**src/rtl/csr_file.sv**
```systemverilog
// csr_file: machine-mode CSRs with trap entry, mret and privilege mode.
// Optional 64-bit mcycle/minstret counters when CSR_COUNTERS_EN is defined.
module csr_file #(
  parameter logic [31:0] HART_ID   = 32'h0,
  parameter logic [31:0] MISA_VAL  = 32'h4000_0100,
  parameter logic [31:0] RESET_VEC = 32'h0
) (
  input  logic        clk,
  input  logic        rst_n,
  input  logic [11:0] csr_addr,
  input  logic        csr_we,
  input  logic [31:0] csr_wdata,
  output logic [31:0] csr_rdata,
  output logic        csr_unimpl,
  input  logic        instret,
  input  logic        trap_valid,
  input  logic [31:0] trap_cause,
  input  logic [31:0] trap_pc,
  input  logic [31:0] trap_val,
  input  logic        mret,
  output logic [1:0]  current_mode,
  output logic [31:0] trap_vector,
  output logic [31:0] epc,
  output logic        mie_global
);
  logic        st_mie, st_mpie;
  logic [1:0]  st_mpp, mode;
  logic [31:0] mie_r, mscratch, mcause, mtval, mstatus;
  logic [29:0] mtvec_hi, mepc_hi;
  logic        wr, unused_ok;
  // trap and mret each swallow a coincident CSR write
  assign wr = csr_we && !trap_valid && !mret;
  assign mstatus = {19'b0, st_mpp, 3'b0, st_mpie, 3'b0, st_mie, 3'b0};
  assign current_mode = mode;
  assign trap_vector = {mtvec_hi, 2'b00};
  assign epc = {mepc_hi, 2'b00};
  assign mie_global = st_mie;
  assign unused_ok = ^{trap_pc[1:0], instret};
  always_ff @(posedge clk or negedge rst_n) begin
    if (!rst_n) begin
      st_mie   <= 1'b0;
      st_mpie  <= 1'b0;
      st_mpp   <= 2'b11;
      mode     <= 2'b11;
      mie_r    <= '0;
      mtvec_hi <= RESET_VEC[31:2];
      mscratch <= '0;
      mepc_hi  <= '0;
      mcause   <= '0;
      mtval    <= '0;
    end else if (trap_valid) begin
      mepc_hi <= trap_pc[31:2];
      mcause  <= trap_cause;
      mtval   <= trap_val;
      st_mpie <= st_mie;
      st_mie  <= 1'b0;
      st_mpp  <= mode;
      mode    <= 2'b11;
    end else if (mret) begin
      mode    <= st_mpp;
      st_mie  <= st_mpie;
      st_mpie <= 1'b1;
      st_mpp  <= 2'b00;
    end else if (wr) begin
      case (csr_addr)
        12'h300: begin
          st_mie  <= csr_wdata[3];
          st_mpie <= csr_wdata[7];
          st_mpp  <= (csr_wdata[12:11] == 2'b11) ? 2'b11 : 2'b00;
        end
        12'h304: mie_r    <= csr_wdata;
        12'h305: mtvec_hi <= csr_wdata[31:2];
        12'h340: mscratch <= csr_wdata;
        12'h341: mepc_hi  <= csr_wdata[31:2];
        12'h342: mcause   <= csr_wdata;
        12'h343: mtval    <= csr_wdata;
        default: ;
      endcase
    end
  end
`ifdef CSR_COUNTERS_EN
  logic [63:0] mcycle, minstret;
  // a write to either half replaces that cycle's increment
  always_ff @(posedge clk or negedge rst_n) begin
    if (!rst_n) begin
      mcycle   <= '0;
      minstret <= '0;
    end else begin
      mcycle   <= (wr && csr_addr == 12'hB00) ? {mcycle[63:32], csr_wdata} :
                  (wr && csr_addr == 12'hB80) ? {csr_wdata, mcycle[31:0]} : mcycle + 64'd1;
      minstret <= (wr && csr_addr == 12'hB02) ? {minstret[63:32], csr_wdata} :
                  (wr && csr_addr == 12'hB82) ? {csr_wdata, minstret[31:0]} :
                  instret ? minstret + 64'd1 : minstret;
    end
  end
`endif
  always_comb begin
    csr_rdata  = '0;
    csr_unimpl = 1'b0;
    case (csr_addr)
      12'h300: csr_rdata = mstatus;
      12'h301: csr_rdata = MISA_VAL;
      12'h304: csr_rdata = mie_r;
      12'h305: csr_rdata = {mtvec_hi, 2'b00};
      12'h340: csr_rdata = mscratch;
      12'h341: csr_rdata = {mepc_hi, 2'b00};
      12'h342: csr_rdata = mcause;
      12'h343: csr_rdata = mtval;
      12'hF14: csr_rdata = HART_ID;
`ifdef CSR_COUNTERS_EN
      12'hB00, 12'hC00: csr_rdata = mcycle[31:0];
      12'hB80, 12'hC80: csr_rdata = mcycle[63:32];
      12'hB02, 12'hC02: csr_rdata = minstret[31:0];
      12'hB82, 12'hC82: csr_rdata = minstret[63:32];
`endif
      default: csr_unimpl = 1'b1;
    endcase
  end
endmodule

```
**config.mk**
```make
export PLATFORM = sky130hd
export DESIGN_NAME = csr_file
export DESIGN_NICKNAME = d
export VERILOG_FILES = /design/src/rtl/csr_file.sv
export SDC_FILE = /design/constraint.sdc
export NUM_CORES = 1
export LEC_CHECK = 0
export CAP_MARGIN = 20
export CORE_ASPECT_RATIO = 1.4
export CORE_MARGIN = 2
export CORE_UTILIZATION = 47
export CTS_CLUSTER_SIZE = 12
export DETAILED_ROUTE_END_ITERATION = 6
export GPL_ROUTABILITY_DRIVEN = 0
export HOLD_SLACK_MARGIN = 0.05
export PLACE_DENSITY = 0.87
export SYNTH_ARGS = -nofsm -noshare
export SYNTH_HDL_FRONTEND = slang
export SYNTH_SLANG_ARGS = --single-unit
```
**constraint.sdc**
```tcl
create_clock -name clk -period 6.06 [get_ports clk]
set_clock_uncertainty 0.2 [all_clocks]
set_input_delay 1.212 -clock clk [delete_from_list [all_inputs] [get_ports clk]]
set_output_delay 1.212 -clock clk [all_outputs]
set_load 0.05 [all_outputs]
```
==> flow_summary.json, run 1 <==
{
  "crit_path_frequent_cell": "clkdlybuf4s50_1",
  "relSlewSlack": 0.281,
  "synth_top_area_frac": 0.484,
  "yosys-top-cells-area": "dfrtp_1 48%, mux2_2 10%, a22oi_1 8.9%, nand2_1 7.4%, mux4_2 5.7%",
  "dieArea_um2": 22100,
  "syn_to_final_growth_pct": 35.0,
  "die_h_um": 175,
  "place_hpwl_um": 20900,
  "io_pins": 246,
  "ir_drop_mv": 0.182,
  "maxCapViolCount": 0,
  "grt_setup_unrepaired": "false",
  "antenna_found_initial": 3,
  "crit_slowest_cell": "clkdlybuf4s50_1",
  "final.period_utilization": 0.907,
  "routedWlPerCell_um": 23.1,
  "path_cells": "clkdlybuf4s50_1, or4b_1, nor2_2, a22oi_1, nor2_1, clkdlybuf4s50_1",
  "synthTopCellsByCount": "194 x nand2_1, 190 x dfrtp_1, 117 x a22oi_1, 88 x mux2_2, 34 x nor2_1",
  "core_um2": 20500,
  "grt_pass1_vias": 8693,
  "synthDistinctLibCells": 51,
  "setup_viol": 0,
  "yosysWarningCount": 0,
  "grt_max_degree": 88,
  "drive_gt1_frac": 0.230,
  "hold_viol": 0,
  "ys_seq_area_frac": 0.495,
  "synth_flop_cell": "dfrtp_1",
  "final_nets": 1217,
  "postCtsHoldBufs": 0,
  "leakage_nw": 5.93,
  "gr-total-overflow": 0,
  "crit_type": "input pin to output pin",
  "holdWs_ns": 0.268,
  "startpoint_type": "input pin",
  "clkLatencyLatePin_ns": 0.43,
  "clkSinkCount": 194,
  "hold_path_class": "flop to flop",
  "vias": 8306,
  "worstPathRequired_ns": 4.65,
  "worstSetupEndpointType": "output pin",
  "critPathMaxFanout": 11,
  "arrival_ns": 4.09,
  "die_w_um": 126,
  "synth-async-reset-ratio": 1.00,
  "yosysTopAreaCell": "dfrtp_1",
  "cts_buffer_depth": 2,
  "fmax_mhz": 182,
  "design_area_um2": 13200,
  "drtIter0Drc": 765,
  "multiInputGateArea_um2": 4710,
  "grt_pass1_wl_um": 48200,
  "drcViolationCount": 0,
  "finalSetupTns_ns": 0,
  "setup_ws_ns": 0.562,
  "place_area_um2": 12600,
  "power.density_nw_per_um2": 238,
  "yosys_register_bits": 194,
  "syn_area_um2": 9820,
  "htree_levels": 4,
  "postCtsSetupRepairBufs": 0,
  "portBuffers": 238,
  "slowest_delay_ns": 0.86,
  "cts_inserted_buffers": 17,
  "grt_use_total": 0.282,
  "status": "completed",
  "final_core_util": 0.647,
  "ant_nets": 0,
  "wirelength_um": 31100,
  "clk_pin_slew_worst_paths_ns": 0.07,
  "initial_utilization": 0.479,
  "syn_inst": 854,
  "slew_violations": 0,
  "drt-vias-per-instance": 6.18,
  "tightest_slew_ns": 1.07,
  "cts_tree": "yes",
  "post-place-ws_ns": 0.609,
  "avgSynthCellArea_um2": 11.5,
  "dr.pass1.iters": 5,
  "synth_edf_count": 0,
  "cts_resized": 0,
  "seqCellArea_um2": 4860,
  "rows": 62,
  "fill_cells": 1515,
  "clock-root-buffer": "clkbuf_16",
  "yosysMostFrequentCell": "nand2_1",
  "fin_crit_ns": 5.50
}
==> metrics by stage <==
stage	std cells	power [mW]
after floorplan	857	1.64
after global placement	1307	1.87
after detailed placement	1308	1.89
after CTS	1340	3.16
after global routing	1342	3.25
final	1343	3.15
==> critical path: cells and delay by family <==
family | cells | cell delay (ns)
compound gates | 1 | 0.19
buf+inv | 2 | 1.34
simple gates | 3 | 1.34
==> flip-flops by register name, summed over array words and instances, names as in the netlist <==
| signal | count |
|---|---|
| mcause | 32 |
| current_mode | 2 |
| st_mpie | 1 |
| mtvec_hi | 30 |
| mtval | 32 |
| mepc_hi | 30 |
| mie_r | 32 |
| mscratch | 32 |
| st_mpp | 2 |
| mie_global | 1 |
==> per-layer routing <==
layer | vias up | track usage | share of wire
met3 | 104 | 0.0508 | 0.069
met5 | - | 0 | 0
li1 | 3549 | - | -
met1 | 4194 | 0.348 | 0.37
met2 | 459 | 0.472 | 0.51
met4 | 0 | 0.148 | 0.046
==> report_power, final <==
part           internal (mW)  switching (mW)  total [mW]
clock network          0.763           0.522        1.29
registers               1.36          0.0439        1.40
logic                  0.208           0.258       0.466
total                   2.33           0.824        3.15
==> cells in the final DEF (no fill, tap or decap), types with 10 or more instances in the layout <==
cell / count
mux2_2: 88
mux4_2: 25
mux2_4: 30
a22oi_1: 117
nand2_1: 194
buf_4: 39
dfrtp_1: 190
clkdlybuf4s50_1: 212
nor2_1: 32
buf_12: 10
clkbuf_16: 17
mux2i_1: 10
==> worst paths after layout <==
kind | startpoint | to | slack (ns) | cells past startpoint
setup / recovery | csr_addr[4] | csr_rdata[31] | 0.56 | 6
hold / removal | mtval[8]$_DFFE_PN0P_ | mtval[8]$_DFFE_PN0P_ | 0.27 | 2
setup reg to reg | mie_global$_DFFE_PN0P_ | st_mpie$_DFFE_PN0P_ | 4.83 | 3
hold reg to reg | mtval[8]$_DFFE_PN0P_ | mtval[8]$_DFFE_PN0P_ | 0.27 | 2
max in group asynchronous | rst_n | mepc_hi[14]$_DFFE_PN0P_ | 3.78 | 2
min in group asynchronous | rst_n | mtvec_hi[9]$_DFFE_PN0P_ | 0.59 | 1
==> cell families (layout without fill, tap and decap cells) <==
group / count (synthesis) / in the layout / synth area share
simple gates: 281 / 281 / 0.132
flops: 194 / 194 / 0.495
mux: 160 / 160 / 0.222
compound gates: 145 / 145 / 0.111
buf+inv: 73 / 300 / 0.0386
other cells: 1 / 7 / 0.000382
==> cell type report <==
cell class,count,share of cell area
Clock buffer,19,0.0342
Sequential cell,194,0.367
Tap cell,256,0.0242
Multi-Input combinational cell,590,0.356
Inverter,4,0.00113
Clock inverter,13,0.0165
Antenna cell,3,0.000567
Timing Repair Buffer,264,0.201
Power figures use the tool's default switching activity.
==> inputs of run 2 (changes only) <==
--- a/config.mk
+++ b/config.mk
@@ -12,6 +12,7 @@
 export CTS_CLUSTER_SIZE = 12
 export DETAILED_ROUTE_END_ITERATION = 6
 export GPL_ROUTABILITY_DRIVEN = 0
+export GPL_TIMING_DRIVEN = 0
 export HOLD_SLACK_MARGIN = 0.05
 export PLACE_DENSITY = 0.87
 export SYNTH_ARGS = -nofsm -noshare
==> flow_summary.json, run 2 (same netlist as run 1, synthesis figures left out) <==
{
  "status": "completed",
  "fmax_mhz": 168,
  "cts_inserted_buffers": 17,
  "postCtsSetupRepairBufs": 0,
  "timing.rr.start": "mie_global$_DFFE_PN0P_",
  "routedWlPerCell_um": 24.9,
  "path_cells": "clkdlybuf4s50_1, buf_2, buf_2, buf_2, mux2_2, a22oi_1, nor2_1, clkdlybuf4s50_1",
  "hold_path_class": "flop to flop",
  "leakage_nw": 5.85,
  "fill_cells": 1584,
  "relSlewSlack": 0.324,
  "hp-start": "mtval[23]$_DFFE_PN0P_",
  "layout_common_cells": "234 x clkdlybuf4s50_1, 194 x nand2_1, 190 x dfrtp_1",
  "hold_viol": 0,
  "worstSetupEndpointType": "output pin",
  "setup.worst_path.start": "csr_addr[0]",
  "crit_family": "buffers and inverters",
  "tightest_slew_ns": 1.01,
  "post-place-ws_ns": 0.212,
  "clk_pin_slew_worst_paths_ns": 0.07,
  "clock-root-buffer": "clkbuf_16",
  "drtIter0Drc": 1015,
  "grt_max_degree": 127,
  "setup_ws_ns": 0.115,
  "initial_utilization": 0.479,
  "fin_crit_ns": 5.95,
  "cts_buffer_depth": 2,
  "drive_gt1_frac": 0.203,
  "critPathMaxFanout": 10,
  "core_um2": 20500,
  "ant_nets": 0,
  "crit_slowest_cell": "clkdlybuf4s50_1",
  "final_nets": 1259,
  "slowest_delay_ns": 0.75,
  "clkSinkCount": 194,
  "io_pins": 246,
  "antenna_found_initial": 1,
  "crit_type": "input pin to output pin",
  "dp_cells": 1350,
  "finalSetupTns_ns": 0,
  "cts_resized": 0,
  "ir_drop_mv": 0.208,
  "startpoint_type": "input pin",
  "power.density_nw_per_um2": 227,
  "dr.pass1.iters": 7,
  "maxCapViolCount": 0,
  "crit_buf_inv": 5,
  "drcViolationCount": 0,
  "r2r_setup_slack_ns": 4.77,
  "grt_pass1_wl_um": 51800,
  "vias": 8669,
  "gr-total-overflow": 0,
  "slew_violations": 0,
  "cts_tree": "yes",
  "crit_path_frequent_cell": "buf_2",
  "dieArea_um2": 22100,
  "finalNonFillerCells": 1383,
  "final.period_utilization": 0.981,
  "wirelength_um": 34400,
  "die_w_um": 126,
  "worstPathRequired_ns": 4.65,
  "grt_use_total": 0.311,
  "rows": 62,
  "syn_to_final_growth_pct": 33.4,
  "grt_setup_unrepaired": "false",
  "place_hpwl_um": 24200,
  "die_h_um": 175,
  "final_common_cell": "clkdlybuf4s50_1",
  "portBuffers": 235,
  "final_core_util": 0.640,
  "drt-vias-per-instance": 6.27,
  "postCtsHoldBufs": 0,
  "clkLatencyLatePin_ns": 0.44,
  "grt_pass1_vias": 8817,
  "htree_levels": 4,
  "setup_viol": 0,
  "arrival_ns": 4.53
}
run 2: changes by cell type in the layout (fill, tap and decap cells not counted), sizes merged:
cell | previous run | this run
clkbuf | 20 | 50
buf | 51 | 42
diode | 3 | 1
bufinv | 5 | 1
clkdlybuf4s50 | 212 | 234
clkinv | 1 | 5
inv | 8 | 7
run 2: path summary, 6_finish.rpt:
| kind | to | cells after the start |
|---|---|---|
| max in group asynchronous | mepc_hi[15]$_DFFE_PN0P_ | 2 |
| max reg2reg | st_mpie$_DFFE_PN0P_ | 3 |
| min | mtval[23]$_DFFE_PN0P_ | 2 |
| min in group asynchronous | mtvec_hi[9]$_DFFE_PN0P_ | 1 |
| min reg2reg | mtval[23]$_DFFE_PN0P_ | 2 |
| max | csr_rdata[23] | 8 |
run 2: final cells by class:
cell class	count	area, um^2	share of cell area
flip-flops and latches	194	4860	0.371
clock buffers	20	447	0.0341
well taps	256	320	0.0245
plain buffers	69	364	0.0278
multi-input cells	590	4590	0.350
inverters	4	15.0	0.00115
diodes	1	2.50	0.000191
clock inverters	12	108	0.00822
repair buffers	237	2390	0.183
run 2: through the flow:
step                power (mW)  hold slack, ns  instance area [um^2]
finish                    2.97           0.278                 13100
global route              3.06           0.301                 13100
CTS                       2.96           0.275                 13100
detailed placement        1.90           0.260                 12500
global placement          1.89           0.246                 12500
floorplan                 1.64           0.233                  9830
run 2: worst register-to-register path: cells and delay by family, from the launching register on:
| family | cells | cell delay, ns |
|---|---|---|
| flops | 1 | 0.44 |
| mux | 1 | 0.31 |
| compound gates | 1 | 0.12 |
| simple gates | 1 | 0.11 |
run 2: report_power, final:
group / internal, mW / switching (mW)
Clock: 0.579 / 0.512
Sequential: 1.36 / 0.0441
Combinational: 0.209 / 0.273
run 2: layer usage:
metal,vias up,part of all wire,global-route usage
li1,3629,-,-
met5,-,0,0
met2,591,0.49,0.505
met3,155,0.084,0.0566
met4,0,0.065,0.199
met1,4294,0.36,0.381
